### src/rtl/mmio_pkg.sv
// Shared definitions for the memory-mapped LED / UART-TX responder.
// Contents:
//   - word offsets (i_Addr[3:2]) of the four registers in the window
//   - bit positions inside the STATUS register
//   - TX serialiser state encoding
package mmio_pkg;

  localparam logic [1:0] REG_LED    = 2'd0;
  localparam logic [1:0] REG_TXDATA = 2'd1;
  localparam logic [1:0] REG_STATUS = 2'd2;
  localparam logic [1:0] REG_RSVD   = 2'd3;

  localparam int STAT_EMPTY = 0;
  localparam int STAT_FULL  = 1;
  localparam int STAT_BUSY  = 2;
  localparam int STAT_OVF   = 3;

  typedef enum logic [1:0] {
    TX_IDLE  = 2'd0,
    TX_START = 2'd1,
    TX_DATA  = 2'd2,
    TX_STOP  = 2'd3
  } tx_state_t;

endpackage

### src/rtl/uart_tx_fifo.sv
// Byte FIFO feeding the UART transmitter.
// Ports:
//   i_clk, i_rst        clock, asynchronous active-high reset (empties FIFO)
//   i_push, i_din[7:0]  write side; a push while full is ignored
//   i_pop, o_dout[7:0]  read side; o_dout is the head entry (combinational)
//   o_full, o_empty     occupancy flags derived from the entry count
module uart_tx_fifo #(
  parameter int FIFO_DEPTH = 4
) (
  input  logic       i_clk,
  input  logic       i_rst,
  input  logic       i_push,
  input  logic [7:0] i_din,
  input  logic       i_pop,
  output logic [7:0] o_dout,
  output logic       o_full,
  output logic       o_empty
);

  localparam int AW = (FIFO_DEPTH > 1) ? $clog2(FIFO_DEPTH) : 1;
  localparam logic [AW:0] DEPTH_CNT = (AW+1)'(FIFO_DEPTH);

  logic [7:0]    r_mem [FIFO_DEPTH];
  logic [AW-1:0] r_wr_ptr;
  logic [AW-1:0] r_rd_ptr;
  logic [AW:0]   r_count;
  logic          w_do_push;
  logic          w_do_pop;

  assign o_full  = (r_count == DEPTH_CNT);
  assign o_empty = (r_count == '0);

  // Flags are taken before this cycle's pop, so a push while full is
  // dropped even if the head leaves in the same cycle.
  assign w_do_push = i_push & ~o_full;
  assign w_do_pop  = i_pop & ~o_empty;

  // Storage has no reset: a cleared count is enough to discard contents.
  always_ff @(posedge i_clk) begin
    if (w_do_push) begin
      r_mem[r_wr_ptr] <= i_din;
    end
  end

  assign o_dout = r_mem[r_rd_ptr];

  // Depth is a power of two, so the pointers wrap naturally.
  always_ff @(posedge i_clk or posedge i_rst) begin
    if (i_rst) begin
      r_wr_ptr <= '0;
      r_rd_ptr <= '0;
      r_count  <= '0;
    end else begin
      if (w_do_push) begin
        r_wr_ptr <= r_wr_ptr + 1'b1;
      end
      if (w_do_pop) begin
        r_rd_ptr <= r_rd_ptr + 1'b1;
      end
      case ({w_do_push, w_do_pop})
        2'b10:   r_count <= r_count + 1'b1;
        2'b01:   r_count <= r_count - 1'b1;
        default: r_count <= r_count;
      endcase
    end
  end

endmodule

### src/rtl/dm_mmio_uart.sv
// Memory-mapped responder on the data-memory bus: 16-bit LED register and
// a byte-wide UART transmitter (8N1, LSB first) behind a small TX FIFO.
// Ports:
//   i_clk, i_rst   clock, asynchronous active-high reset
//   i_Addr[31:0]   byte address; window is BASE_ADDR..BASE_ADDR+0xF
//   i_Wd[31:0]     write data
//   i_Wen          write enable, acted on at the rising edge when o_Hit=1
//   o_Rd[31:0]     combinational read data (0 outside the window)
//   o_Hit          combinational window match, steers the top-level read mux
//   o_led[15:0]    LED register
//   o_tx           UART serial output, idle high
// Register map (i_Addr[3:2]): 0 LED rw, 1 TXDATA wo, 2 STATUS, 3 reserved.
module dm_mmio_uart
  import mmio_pkg::*;
#(
  parameter logic [31:0] BASE_ADDR    = 32'h0000_1000,
  parameter int          CLKS_PER_BIT = 868,
  parameter int          FIFO_DEPTH   = 4
) (
  input  logic        i_clk,
  input  logic        i_rst,
  input  logic [31:0] i_Addr,
  input  logic [31:0] i_Wd,
  input  logic        i_Wen,
  output logic [31:0] o_Rd,
  output logic        o_Hit,
  output logic [15:0] o_led,
  output logic        o_tx
);

  localparam int CW = $clog2(CLKS_PER_BIT);
  localparam logic [CW-1:0] CNT_LAST = CW'(CLKS_PER_BIT - 1);

  logic [1:0]    w_off;
  logic          w_wr;
  logic          w_push;
  logic          w_pop;
  logic          w_full;
  logic          w_empty;
  logic          w_busy;
  logic [7:0]    w_fifo_dout;
  logic          w_unused;

  logic [15:0]   r_led;
  logic          r_ovf;
  tx_state_t     r_state;
  logic [CW-1:0] r_cnt;
  logic [2:0]    r_bit_idx;
  logic [7:0]    r_shift;
  logic          r_tx;

  assign o_Hit  = (i_Addr[31:4] == BASE_ADDR[31:4]);
  assign w_off  = i_Addr[3:2];
  assign w_wr   = i_Wen & o_Hit;
  assign w_busy = (r_state != TX_IDLE);

  // Byte lanes [1:0] of the address and the upper write half are don't-care.
  assign w_unused = ^{i_Addr[1:0], i_Wd[31:16]};

  assign w_push = w_wr & (w_off == REG_TXDATA);
  assign w_pop  = (r_state == TX_IDLE) & ~w_empty;

  uart_tx_fifo #(
    .FIFO_DEPTH (FIFO_DEPTH)
  ) u_fifo (
    .i_clk   (i_clk),
    .i_rst   (i_rst),
    .i_push  (w_push),
    .i_din   (i_Wd[7:0]),
    .i_pop   (w_pop),
    .o_dout  (w_fifo_dout),
    .o_full  (w_full),
    .o_empty (w_empty)
  );

  // Register writes
  always_ff @(posedge i_clk or posedge i_rst) begin
    if (i_rst) begin
      r_led <= '0;
      r_ovf <= 1'b0;
    end else if (w_wr) begin
      case (w_off)
        REG_LED: r_led <= i_Wd[15:0];
        REG_TXDATA: begin
          if (w_full) begin
            r_ovf <= 1'b1;
          end
        end
        REG_STATUS: begin
          if (i_Wd[STAT_OVF]) begin
            r_ovf <= 1'b0;
          end
        end
        default: ;
      endcase
    end
  end

  // TX serialiser. o_tx is registered so that each level is held for exactly
  // CLKS_PER_BIT cycles starting at the edge that enters the bit.
  always_ff @(posedge i_clk or posedge i_rst) begin
    if (i_rst) begin
      r_state   <= TX_IDLE;
      r_cnt     <= '0;
      r_bit_idx <= '0;
      r_shift   <= '0;
      r_tx      <= 1'b1;
    end else begin
      case (r_state)
        TX_IDLE: begin
          r_tx <= 1'b1;
          if (!w_empty) begin
            r_shift <= w_fifo_dout;
            r_tx    <= 1'b0;
            r_cnt   <= '0;
            r_state <= TX_START;
          end
        end
        TX_START: begin
          if (r_cnt == CNT_LAST) begin
            r_cnt     <= '0;
            r_tx      <= r_shift[0];
            r_bit_idx <= '0;
            r_state   <= TX_DATA;
          end else begin
            r_cnt <= r_cnt + 1'b1;
          end
        end
        TX_DATA: begin
          if (r_cnt == CNT_LAST) begin
            r_cnt <= '0;
            if (r_bit_idx == 3'd7) begin
              r_tx    <= 1'b1;
              r_state <= TX_STOP;
            end else begin
              r_bit_idx <= r_bit_idx + 3'd1;
              r_tx      <= r_shift[r_bit_idx + 3'd1];
            end
          end else begin
            r_cnt <= r_cnt + 1'b1;
          end
        end
        TX_STOP: begin
          if (r_cnt == CNT_LAST) begin
            r_cnt   <= '0;
            r_state <= TX_IDLE;
          end else begin
            r_cnt <= r_cnt + 1'b1;
          end
        end
        default: begin
          r_state <= TX_IDLE;
          r_tx    <= 1'b1;
        end
      endcase
    end
  end

  // Read mux
  always_comb begin
    o_Rd = '0;
    if (o_Hit) begin
      case (w_off)
        REG_LED:    o_Rd = {16'b0, r_led};
        REG_STATUS: o_Rd = {28'b0, r_ovf, w_busy, w_full, w_empty};
        default:    o_Rd = '0;
      endcase
    end
  end

  assign o_led = r_led;
  assign o_tx  = r_tx;

endmodule

### config.mk
export PLATFORM = sky130hd
export DESIGN_NAME = dm_mmio_uart
export DESIGN_NICKNAME = d
export VERILOG_FILES = /design/src/rtl/mmio_pkg.sv /design/src/rtl/uart_tx_fifo.sv /design/src/rtl/dm_mmio_uart.sv
export SDC_FILE = /design/constraint.sdc
export NUM_CORES = 1
export LEC_CHECK = 0
export ABC_CLOCK_PERIOD_IN_PS = 3100
export BUFFER_PORTS_ARGS = -buffer_cell sky130_fd_sc_hd__buf_2
export CAP_MARGIN = 5
export CORE_AREA = 8 8 135 74
export CTS_CLUSTER_SIZE = 14
export DETAILED_ROUTE_END_ITERATION = 10
export DIE_AREA = 0 0 143 82
export PLACE_DENSITY_LB_ADDON = 0.12
export SYNTH_ARGS = -nofsm -noshare
export SYNTH_HDL_FRONTEND = slang
export SYNTH_SLANG_ARGS = --single-unit
### constraint.sdc
create_clock -name i_clk -period 3.1 [get_ports i_clk]
set_input_delay 0.155 -clock i_clk [delete_from_list [all_inputs] [get_ports i_clk]]
set_output_delay 0.155 -clock i_clk [all_outputs]
set_load 0.01 [all_outputs]
### Yosys cells after proc, flatten, opt, wreduce, memory -nomap -nowiden

Memory sizes are Yosys's and may differ from the RTL's. A register that Yosys moved wholly into a read port is not among the register bits.
Cells that the tools add are included.
W data, S select, Z words.

* memory bits (writable): 32
* memories kept: 1
* flip-flop bits (word level): 40
* logic and storage cells: 86
* output and inout port bits: 50
* bits of input ports: 67

Memories
* u_fifo.r_mem: words 4, width 8, rd ports 1, clocked after Yosys merged registers in 1, wr ports 1, RTL line uart_tx_fifo.sv:23 `logic [7:0] r_mem [FIFO_DEPTH];`

* order comparisons: 1
* $add $sub $neg: 6
* mux-type cells: 28
* bitwise gates (word level): 7
* reductions and logical operators: 15
* eq/ne operators: 19

Operator list (number)
* $pmux W16 S2: 1
* $eq A28 B9 Y1 const B: 1
* $mux W10: 2
* $pmux W10 S2: 1
* $mux W16: 1
* $ne A2 B2 Y1 const B: 7
* $pmux W3 S2: 2
* $add A10 B1 Y10 const B: 1
* $eq A10 B10 Y1 const B: 1
* $mux W2: 5
* $mux W1: 9
* $mux W3: 3
* $eq A2 B2 Y1 const B: 4
* $pmux W2 S4: 1
* $reduce_and A4 Y1: 2
* $reduce_bool A2 Y1: 4
* $add A3 B1 Y3 const B: 2
* $eq A2 B1 Y1 const B: 3
* $eq A3 B3 Y1 const B: 2
* $and A1 B1 Y1: 5
* $reduce_and A5 Y1: 1
* $add A2 B1 Y2 const B: 2
* $logic_not A2 Y1: 2
* $lt A3 B4 Y1 const B: 1
* other kinds (11): 13

### Logic depth before layout (Yosys ltp)

Gate-level depths: netlist of run 1.

* depth after elaboration: 6
* mapped depth: 10
* mapped depth without buffers: 10

### Hierarchy

A second synthesis of run 1 with hierarchy kept.

* cells, all modules: 304
* area total of the unflattened synthesis: 4048.9 um2

Modules (own cells, without submodules)
* dm_mmio_uart: area each 2452.4 um2, sequential area each 1027.2 um2, cells each 224, instances 1
* uart_tx_fifo: area each 1596.5 um2, sequential area each 1136.1 um2, cells each 80, instances 1

### Least setup slack after synthesis of run 1

OpenSTA, ideal clock, no wires.

* path kind: reg-to-reg
* start point: register u_fifo.r_count[0]
* end point: register u_fifo.r_count[2]
* arrival time: 2.121 ns
* cell stages (with the launch flop): 11
* clock period less this slack: 2.200 ns
* path buffers: 0
* library setup time: 0.079 ns
* required time: 3.021 ns
* path slack: 0.900 ns
* cell sequence: dfrtp_1 -> or3b_2 -> nand4b_1 -> nor3_2 -> inv_1 -> ha_1 -> inv_1 -> fa_1 -> xor2_1 -> nor2_1 -> xor2_1

* longest elaborated chain between the ends: 6
* elaborated cells on any way between the ends: 13
* those cells by class: 2 x add/sub; 3 x eq/ne; 1 x mux; 5 x bitwise; 2 x reduce/logical

Ends and longest elaborated chain
* from (decl): RTL line uart_tx_fifo.sv:26 `logic [AW:0] r_count;`
* from (signal assigned): RTL line uart_tx_fifo.sv:61 `2'b10: r_count <= r_count + 1'b1;`
* from (signal assigned): RTL line uart_tx_fifo.sv:62 `2'b01: r_count <= r_count - 1'b1;`
* from (signal assigned): RTL line uart_tx_fifo.sv:63 `default: r_count <= r_count;`
* $logic_not A3 Y1: RTL line uart_tx_fifo.sv:31 `assign o_empty = (r_count == '0);`
* $not A1 Y1: RTL line uart_tx_fifo.sv:36, dm_mmio_uart.sv:61
* $and A1 B1 Y1: RTL line dm_mmio_uart.sv:61 `assign w_pop = (r_state == TX_IDLE) & ~w_empty;`
* $and A1 B1 Y1: RTL line uart_tx_fifo.sv:36 `assign w_do_pop = i_pop & ~o_empty;`
* $eq A2 B1 Y1 / $eq A2 B2 Y1 (equally long branches): RTL line uart_tx_fifo.sv:60 `case ({w_do_push, w_do_pop})`
* $pmux W3 S2 / $reduce_bool A2 Y1 (equally long branches)

Several ways; a longest one is shown, not always the timed one.
A chain may end at the register's enable or synchronous reset.

### Worst setup path in the final report of run 1

Ends and elaborated chain as after synthesis.

==> reports/results.ini, run 1 <==
[clock_network]
cts.sinks = 80
post-cts-setup-buffers = 0
clock_tree.buffer_depth = 2
post_cts_resized = 0
ctsHoldBuffers = 0
cts_tree = done
cts_made_buffers = 9
cts_max_level = 3
clock-root-buffer = clkbuf_16
worstSkewPairLatency_ns = 0.34
clk_pin_slew_ns = 0.06

[power]
p_per_area_mw_per_mm2 = 465
p_int_w = 0.00175
pwr-share-clk = 0.467
p_seq_frac = 0.500
power.share.switching = 0.206
combinationalPowerShare = 0.032
p_switching_w = 0.000455
max-vdd-ir-drop_mv = 0.298
p_leak_nw = 2.13
total_power_w = 0.00220

[detailed_routing]
viasPerCell = 5.13
vias = 2582
wirelength_um = 8600
firstDrtPassIters = 4
drtIter0Drc = 114
drt.antenna.violating_nets = 0
avgRoutedWirePerCell_um = 17.1
drc = 0

[synth]
synth_edf_count = 32
synth_cell_type_count = 54
syn_area_per_cell_sq_um = 13.5
async_flop_share = 0.600
yosysSeqAreaShare = 0.546
synth_top_flop_cell = dfrtp_1
postSynthCellCount = 293
synth-seq-cells = 80
syn-cell-area_sq_mm = 0.00396
synth-warning-count = 0

[worst_hold_path]
hold-path-cell-count = 2
min_from = i_Wd[9]
hold_class = in -> reg
whs_endpoint = o_led[9]

[worst_setup_path]
required_ns = 3.36
cp_num_buf_inv = 2
worstRegToRegCells = 10
start_kind = register
endpoint_kind = register
reg2reg_slack_ns = 0.72
critPathArrivalTime_ns = 2.64
critPathKind = reg -> reg
worstReg2RegEnd = u_fifo.r_count[2]
cp_max_fo = 7
rr_startpoint = u_fifo.r_count[0]
critical-path-top-delay-family = simple AND/OR/NAND/NOR gates
slowest_delay_ns = 0.53
critPathSlowestCell = or3b_2
crit_chain = or3b_2 > nand4b_1 > nor3_2 > inv_1 > ha_1 > inv_1 > fa_1 > xor2_1 > nor2_1 > xor2_1

[grt]
grt_first_pass_wirelength_um = 13900
grt_overflow = 0
antenna_found_initial = 0
grt_use_total = 0.158
grt_pass1_vias = 2659
grt_max_degree = 49

[final_layout]
layout-drive-gt1-share = 0.365
diodes = 0
syn2layout_area_growth_pct = 19.6
layout_commonest_cell = buf_2
final_cell_mix = 82 x buf_2, 47 x dfrtp_1, 32 x edfxtp_1
nets = 462
nFillCells = 704

[floorplan]
coreArea_sq_mm = 0.00826
pin_count = 117
fp-row-count = 24
start_util = 0.480
die_y_um = 82
die_area_sq_mm = 0.0117
die_w_um = 143

[timing]
hold_viol = 0
setup_tns_ns = 0
finalSetupViolations = 0
slew_headroom = 0.324
maxSlewViolCount = 0
tightest_slew_ns = 1.01
max_clock_freq_ghz = 0.420
whs_ns = 0.0314
fin_crit_ns = 2.38
post-route-period-util = 0.768
rsz0062_at_grt = false
clock_skew_ns = 0.00762

[placed_design]
gp_congestion = 0.789
port_buffers = 82
dpl.hpwl_um = 6590

[outcome]
status = complete, no violations

[job]
max_cap_viol_count = 0

cell type report:
type	count	area [sq um]	share of cell area
sequential	80	2160	0.456
clock inverter	6	61.3	0.0129
clock buffer	10	229	0.0483
inverter	15	56.3	0.0119
multi-input combinational	188	1640	0.345
timing repair buffer	87	448	0.0945
tap	117	146	0.0309
state kept, by name (all words and copies together) (netlist names):
| name | count |
|---|---|
| o_tx | 1 |
| r_shift | 8 |
| o_led | 16 |
| u_fifo.r_rd_ptr | 2 |
| r_cnt | 10 |
| u_fifo.r_count | 3 |
| r_state | 2 |
| u_fifo.r_mem | 32 |
| r_bit_idx | 3 |
| u_fifo.r_wr_ptr | 2 |
| r_ovf | 1 |
power by group through the flow:
stage / clock, W / sequential, W / combinational (W)
finish: 0.00103 / 0.00110 / 0.0000711
global route: 0.00110 / 0.00110 / 0.0000803
CTS: 0.00106 / 0.00110 / 0.0000721
detailed placement: 0 / 0.00112 / 0.0000720
global placement: 0 / 0.00112 / 0.0000702
floorplan: 0 / 0.00112 / 0.0000425
synthesized netlist by cell type, types with 2 or more instances:
| master | instances | share of area |
|---|---|---|
| a21oi_1 | 2 | 0.0025 |
| xnor2_1 | 6 | 0.013 |
| buf_4 | 16 | 0.030 |
| nor4b_1 | 4 | 0.0088 |
| inv_1 | 14 | 0.013 |
| nor3_2 | 2 | 0.0051 |
| edfxtp_1 | 32 | 0.24 |
| nor4_2 | 3 | 0.0095 |
| nor3_1 | 2 | 0.0025 |
| and2_1 | 16 | 0.025 |
| mux2i_1 | 6 | 0.015 |
| a22oi_1 | 3 | 0.0057 |
| mux4_2 | 10 | 0.057 |
| nand3_1 | 5 | 0.0063 |
| o2bb2ai_1 | 5 | 0.011 |
| and3_1 | 3 | 0.0047 |
| mux2_2 | 16 | 0.045 |
| nor2_1 | 11 | 0.010 |
| nand2_1 | 7 | 0.0066 |
| mux2_1 | 10 | 0.028 |
| nand4_1 | 6 | 0.0095 |
| dfrtp_1 | 47 | 0.30 |
| clkbuf_1 | 6 | 0.0057 |
| nand2b_1 | 3 | 0.0047 |
| ha_1 | 13 | 0.041 |
| xor2_1 | 7 | 0.015 |
| o21ai_0 | 3 | 0.0038 |
| nor4_1 | 9 | 0.014 |
cell families (layout without fill, tap and decap cells):
group           after synthesis  count (layout)  share of synthesized area
other cells                   1              16                   0.000946
fa+ha+maj                    14              14                     0.0461
xor+xnor                     13              13                     0.0287
flops                        80              80                      0.546
simple gates                 80              80                      0.133
buf+inv                      40             118                     0.0552
compound gates               23              23                     0.0442
mux                          42              42                      0.146
per-stage QoR:
stage / worst slack, ns / instances / area [sq um] / util
floorplan: 0.900 / 308 / 4020 / -
global placement: 0.709 / 487 / 4450 / 0.539
detailed placement: 0.696 / 487 / 4450 / 0.539
CTS: 0.716 / 503 / 4740 / 0.574
global route: 0.580 / 503 / 4740 / 0.574
finish: 0.718 / 503 / 4740 / 0.574
worst max-delay path by stage:
stage,endpoint,cells past startpoint,start
4_1_cts,u_fifo.r_count[2],10,u_fifo.r_count[0]
3_3_place_gp,u_fifo.r_count[2],11,i_Addr[13]
2_1_floorplan,u_fifo.r_count[2],10,u_fifo.r_count[0]
5_1_grt,u_fifo.r_count[2],10,u_fifo.r_count[0]
3_5_place_dp,u_fifo.r_count[2],11,i_Addr[13]
6_report,u_fifo.r_count[2],10,u_fifo.r_count[0]
per-layer routing:
| layer | wire length (um) | part of all wire | track usage |
|---|---|---|---|
| met4 | 96 | 0.011 | 0.0505 |
| met2 | 3470 | 0.40 | 0.222 |
| met5 | 0 | 0 | 0 |
| met3 | 897 | 0.10 | 0.0777 |
| met1 | 4140 | 0.48 | 0.210 |
No activity file was read; power rests on OpenSTA's default activity.
==> run 2: changes to the inputs <==
--- a/config.mk
+++ b/config.mk
@@ -5,7 +5,7 @@
 export SDC_FILE = /design/constraint.sdc
 export NUM_CORES = 1
 export LEC_CHECK = 0
-export ABC_CLOCK_PERIOD_IN_PS = 3100
+export ABC_CLOCK_PERIOD_IN_PS = 2250
 export BUFFER_PORTS_ARGS = -buffer_cell sky130_fd_sc_hd__buf_2
 export CAP_MARGIN = 5
 export CORE_AREA = 8 8 135 74
==> constraint.sdc (replaced) <==
create_clock -name i_clk -period 2.25 [get_ports i_clk]
set_input_delay 0.1125 -clock i_clk [delete_from_list [all_inputs] [get_ports i_clk]]
set_output_delay 0.1125 -clock i_clk [all_outputs]
set_load 0.01 [all_outputs]
==> reports/results.ini, run 2 (same netlist as run 1, synthesis figures left out) <==
[grt]
grt_max_degree = 26  ; -47%
grt_pass1_vias = 2840  ; +6.8%
grt_first_pass_wirelength_um = 14500  ; +4.5%
grt_use_total = 0.164  ; +0.00533
antenna_found_initial = 0  ; unchanged
grt_overflow = 0  ; unchanged

[timing]
worst_slack_ns = 0.153  ; -0.566 ns
setup_tns_ns = 0  ; unchanged
clock_skew_ns = 0.00527  ; -0.00236 ns
slew_headroom = 0.633  ; +0.309
fin_crit_ns = 2.10  ; -0.284 ns
rsz0062_at_grt = false
whs_ns = 0.0167  ; -0.0146 ns
max_clock_freq_ghz = 0.477  ; +14%
tightest_slew_ns = 0.546  ; -0.467 ns
maxSlewViolCount = 0  ; unchanged
hold_viol = 0  ; unchanged
post-route-period-util = 0.932  ; +0.164
finalSetupViolations = 0  ; unchanged

[detailed_routing]
drc = 0  ; unchanged
drt.antenna.violating_nets = 0  ; unchanged
firstDrtPassIters = 4  ; unchanged
wirelength_um = 8830  ; +2.6%
vias = 2652  ; +2.7%
viasPerCell = 5.09  ; -0.84%
drtIter0Drc = 132  ; +16%
avgRoutedWirePerCell_um = 16.9  ; -0.92%

[floorplan]
start_util = 0.480  ; unchanged
fp-row-count = 24  ; unchanged
die_y_um = 82  ; unchanged
die_area_sq_mm = 0.0117  ; unchanged
coreArea_sq_mm = 0.00826  ; unchanged
die_w_um = 143  ; unchanged
pin_count = 117  ; unchanged

[final_layout]
layout-drive-gt1-share = 0.379  ; +0.0134
multiInputGateArea_sq_mm = 0.00165  ; +0.61%
diodes = 0  ; unchanged
final_util = 0.601  ; +0.0271
fin_cells = 521  ; +3.6%
nets = 480  ; +3.9%
top_register = u_fifo.r_mem
nFillCells = 671  ; -4.7%
seqCellArea_sq_mm = 0.00216  ; unchanged
final_cell_mix = 82 x buf_2, 47 x dfrtp_1, 32 x edfxtp_1
layout_commonest_cell = buf_2
largest_reg_flops = 32  ; unchanged
syn2layout_area_growth_pct = 25.3

[worst_setup_path]
worstRegToRegCells = 10  ; unchanged
worstReg2RegEnd = u_fifo.r_count[2]
cp-startpoint = u_fifo.r_count[0]
reg2reg_slack_ns = 0.15  ; -0.57 ns
endpoint_kind = register
rr_startpoint = u_fifo.r_count[0]
start_kind = register
critPathArrivalTime_ns = 2.36  ; -0.28 ns
cp_max_fo = 3  ; -4
crit_chain = or3b_4 > nand4b_1 > nor3_2 > inv_1 > ha_2 > inv_1 > fa_2 > xor2_1 > nor2_1 > xor2_1
cp-endpoint = u_fifo.r_count[2]
critPathSlowestCell = or3b_4
required_ns = 2.51  ; -0.85 ns
critPathKind = reg -> reg
slowest_delay_ns = 0.42  ; -0.11 ns

[clock_network]
clock_tree.buffer_depth = 2  ; unchanged
worstSkewPairLatency_ns = 0.34  ; about the same
cts_tree = done
clock-root-buffer = clkbuf_16
cts_made_buffers = 9  ; unchanged
cts_max_level = 3  ; unchanged
cts.sinks = 80  ; unchanged
clk_pin_slew_ns = 0.06  ; about the same
post-cts-setup-buffers = 0  ; unchanged

[power]
p_leak_nw = 2.24  ; +5.1%
p_per_area_mw_per_mm2 = 659  ; +42%
max-vdd-ir-drop_mv = 0.369  ; +24%

[outcome]
status = complete, no violations

[worst_hold_path]
hold_class = in -> reg
min_from = i_Wd[7]

[placed_design]
placed_cells = 497  ; +2.1%
gp_congestion = 0.789  ; about the same
pre_cts_ws_ns = 0.0423  ; -0.654 ns
port_buffers = 82  ; unchanged
dpl.hpwl_um = 6710  ; +1.8%

[job]
max_cap_viol_count = 0  ; unchanged

## run 2: metrics by stage
stage                     power, W  cell area, sq um
final                      0.00327              4970
after global routing       0.00338              4970
after CTS                  0.00331              4960
after detailed placement   0.00165              4540
after global placement     0.00165              4540
after floorplan            0.00161              4020
## run 2: cell type report
type                            count  share of cell area
Inverter                           15              0.0113
Timing Repair Buffer              105               0.124
Multi-Input combinational cell    188               0.332
Clock inverter                      6              0.0217
Clock buffer                       10              0.0461
Tap cell                          117              0.0295
Sequential cell                    80               0.436
## run 2: where the power goes
group	switching, W	internal [W]
Sequential	0.0000000000105	0.00152
Combinational	0.0000651	0.0000483
Clock	0.000559	0.00108
Total	0.000624	0.00265
## run 2: worst max-delay path, delay by kind of cell, from the launching register on
kind | cells | cell delay [ns]
simple gates | 4 | 0.74
fa+ha+maj | 2 | 0.51
flops | 1 | 0.37
xor+xnor | 2 | 0.30
buf+inv | 2 | 0.11
## run 2: metal layers
| metal | share of wire | vias to the layer above | track usage |
|---|---|---|---|
| met5 | 0 | - | 0 |
| met4 | 0.012 | 0 | 0.0421 |
| met3 | 0.084 | 9 | 0.0725 |
| met2 | 0.41 | 96 | 0.236 |
| met1 | 0.49 | 1276 | 0.221 |
| li1 | - | 1271 | - |
## run 2: worst min path at each step
stage	end	slack, ns	cells past startpoint
2_1_floorplan	u_fifo.r_mem[0][0]	0.21	0
3_3_place_gp	r_cnt[2]	0.20	2
3_5_place_dp	r_cnt[2]	0.20	2
4_1_cts	o_led[8]	0.005	2
5_1_grt	o_led[8]	0.004	2
6_report	u_fifo.r_mem[2][7]	0.02	1
## run 2: what timing repair did
| item | 4_1_cts | 5_1_grt |
|---|---|---|
| hold buffers | 8 | 0 |
| resized for setup | 0 | 4 |
| hold endpoints to repair | 30 | 0 |
| setup endpoints to repair | 0 | 1 |
==> run 3: changes to the inputs <==
--- a/config.mk
+++ b/config.mk
@@ -8,11 +8,12 @@
 export ABC_CLOCK_PERIOD_IN_PS = 2250
 export BUFFER_PORTS_ARGS = -buffer_cell sky130_fd_sc_hd__buf_2
 export CAP_MARGIN = 5
-export CORE_AREA = 8 8 135 74
+export CORE_AREA = 8 8 137 75
 export CTS_CLUSTER_SIZE = 14
 export DETAILED_ROUTE_END_ITERATION = 10
-export DIE_AREA = 0 0 143 82
+export DIE_AREA = 0 0 145 83
 export PLACE_DENSITY_LB_ADDON = 0.12
 export SYNTH_ARGS = -nofsm -noshare
 export SYNTH_HDL_FRONTEND = slang
+export SYNTH_HIERARCHICAL = 1
 export SYNTH_SLANG_ARGS = --single-unit
==> reports/results.ini, run 3 <==
[grt]
grt_use_total = 0.158  ; -0.00589
grt-busiest-layer = met2
grt_overflow = 0  ; unchanged
use_met1 = 0.219  ; -0.00219
grt_pass1_vias = 2842  ; +0.070%
antenna_found_initial = 0  ; unchanged
grt_max_degree = 42  ; +62%
grt_first_pass_wirelength_um = 14900  ; +2.7%
grt_use_met3 = 0.0676  ; -0.00487
globalRouteMet2Util = 0.222  ; -0.0140

[final_layout]
top_register = u_fifo/r_mem
nets = 480  ; unchanged
largest_reg_flops = 32  ; unchanged
layout_commonest_cell = buf_2
layout-drive-gt1-share = 0.433  ; +0.0545
diodes = 0  ; unchanged
syn2layout_area_growth_pct = 23.9
final_cell_mix = 82 x buf_2, 47 x dfrtp_1, 32 x edfxtp_1

[power]
total_power_w = 0.00372  ; +14%
p_leak_nw = 2.27  ; +1.1%
p_per_area_mw_per_mm2 = 743  ; +13%
max-vdd-ir-drop_mv = 0.387  ; +4.9%

[floorplan]
pin_count = 117  ; unchanged
die_area_sq_mm = 0.0120  ; +2.6%
die_w_um = 145  ; +1.4%
fp-row-count = 24  ; unchanged
die_y_um = 83  ; +1.2%
coreArea_sq_mm = 0.00838  ; +1.5%
start_util = 0.483  ; +0.00327

[clock_network]
worstSkewPairLatency_ns = 0.33  ; about the same
clk_pin_slew_ns = 0.06  ; about the same
clock-root-buffer = clkbuf_16
clock_tree.buffer_depth = 2  ; unchanged
cts_tree = done
cts_made_buffers = 9  ; unchanged
cts.sinks = 80  ; unchanged
cts_max_level = 3  ; unchanged
post-cts-setup-buffers = 0  ; unchanged

[timing]
maxSlewViolCount = 0  ; unchanged
hold_viol = 0  ; unchanged
finalSetupViolations = 0  ; unchanged
post-route-period-util = 0.939  ; +0.00728
slew_headroom = 0.588  ; -0.0451
rsz0062_at_grt = false
max_clock_freq_ghz = 0.473  ; -0.77%
tightest_slew_ns = 0.613  ; +0.0672 ns
setup_tns_ns = 0  ; unchanged
fin_crit_ns = 2.11  ; +0.0164 ns
clock_skew_ns = 0.00581  ; +0.000549 ns

[synth]
synth-warning-count = 6  ; +6
synth_edf_count = 32  ; unchanged
yosys.area.top_type = dfrtp_1
synth_top_flop_cell = dfrtp_1
async_flop_share = 0.600  ; unchanged
postSynthCellCount = 304  ; +3.8%
synth_cell_type_count = 50  ; -7.4%
syn-cell-area_sq_mm = 0.00405  ; +2.1%
synth_common_cells = 47 x dfrtp_1, 32 x edfxtp_1, 16 x buf_4, 15 x and2_1, 15 x mux2_2
netlist_top_cells_area = dfrtp_1 29%, edfxtp_1 24%, mux4_2 5.6%
yosysSeqAreaShare = 0.534  ; -0.0115
synth-seq-cells = 80  ; unchanged
synth_top_area_share = 0.290  ; -0.00624
syn_area_per_cell_sq_um = 13.3  ; -1.5%
yosysMostFrequentCell = dfrtp_1

[detailed_routing]
vias = 2635  ; -0.64%
drt.antenna.violating_nets = 0  ; unchanged
avgRoutedWirePerCell_um = 17.6  ; +4.1%
drtIter0Drc = 112  ; -15%
viasPerCell = 5.06  ; -0.64%
drc = 0  ; unchanged
firstDrtPassIters = 4  ; unchanged
wirelength_um = 9190  ; +4.1%

[worst_setup_path]
critical-path-top-delay-family = adder cells
start_kind = register
required_ns = 2.51  ; about the same
cp_num_buf_inv = 2  ; unchanged
endpoint_kind = register
slowest_delay_ns = 0.42  ; about the same
critPathKind = reg -> reg
crit_top_cell = xor2_1
critPathSlowestCell = dfrtp_1
cp_max_fo = 4  ; +1
crit_chain = inv_2 > ha_1 > nor2b_2 > o31a_4 > ha_4 > inv_1 > fa_1 > xor2_1 > nor2_1 > xor2_1
critPathArrivalTime_ns = 2.38  ; +0.02 ns

[job]
max_cap_viol_count = 0  ; unchanged

[worst_hold_path]
hold_class = in -> reg

[outcome]
status = complete, no violations

[placed_design]
gp_congestion = 0.799  ; +1.3%
port_buffers = 82  ; unchanged
dpl.hpwl_um = 6850  ; +2.2%

## run 3: metrics by stage
step	utilization	hold WS [ns]	setup WS, ns	instance area (sq um)	instances
6_report	0.599	0.0108	0.136	5010	521
5_1_grt	0.599	0.00193	0.00797	5010	521
4_1_cts	0.598	0.00177	0.105	5010	521
2_1_floorplan	-	-0.0841	0.00913	4180	319
3_5_place_dp	0.555	0.0714	-0.0130	4650	503
3_3_place_gp	0.555	0.0696	0.00197	4650	503
## run 3: layer usage
| metal | vias to the layer above | part of all wire |
|---|---|---|
| met5 | - | 0 |
| met3 | 2 | 0.10 |
| li1 | 1255 | - |
| met2 | 115 | 0.42 |
| met1 | 1263 | 0.48 |
| met4 | 0 | 0.0023 |
## run 3: path summary, 6_finish.rpt
kind	startpoint	endpoint	slack (ns)	cells after the start
worst max-delay path	r_state[0]	u_fifo/r_count[2]	0.14	10
worst min-delay path	i_Wd[14]	o_led[14]	0.01	2
worst max register to register	r_state[0]	u_fifo/r_count[2]	0.14	10
worst min register to register	r_shift[7]	r_shift[7]	0.51	1
max in group asynchronous	i_rst	o_led[3]	1.40	4
min in group asynchronous	i_rst	u_fifo/r_count[1]	0.26	3
## run 3: repair_timing
item	4_1_cts	5_1_grt
endpoints found under the hold margin	48	0
hold buffers	2	0
gates resized for setup	0	1
setup endpoints to repair	0	1
## run 3: power breakdown
| part | internal [W] | switching (W) | total, W |
|---|---|---|---|
| Combinational | 0.000227 | 0.000213 | 0.000439 |
| Sequential | 0.00159 | 0.0000854 | 0.00167 |
| Clock | 0.00104 | 0.000572 | 0.00161 |
## run 3: layout make-up
type                       instances  area [sq um]
inverter                          14          52.6
fill                             676          3360
tap                              117           146
sequential                        80          2160
multi-input combinational        196          1760
clock inverter                     6          90.1
timing repair buffer              98           548
clock buffer                      10           250
## run 3: cells by family (layout without fill, tap and decap cells)
group | count (synthesis) | in the layout | share of synthesized area
AOI/OAI and AO/OA | 25 | 25 | 0.0457
other | 1 | 16 | 0.000926
and+or+nand+nor | 85 | 85 | 0.133
muxes | 42 | 42 | 0.153
buffers and inverters | 43 | 128 | 0.0581
adders and majority gates | 14 | 14 | 0.0451
DFF | 80 | 80 | 0.534
xor gates and xnor gates | 14 | 14 | 0.0303
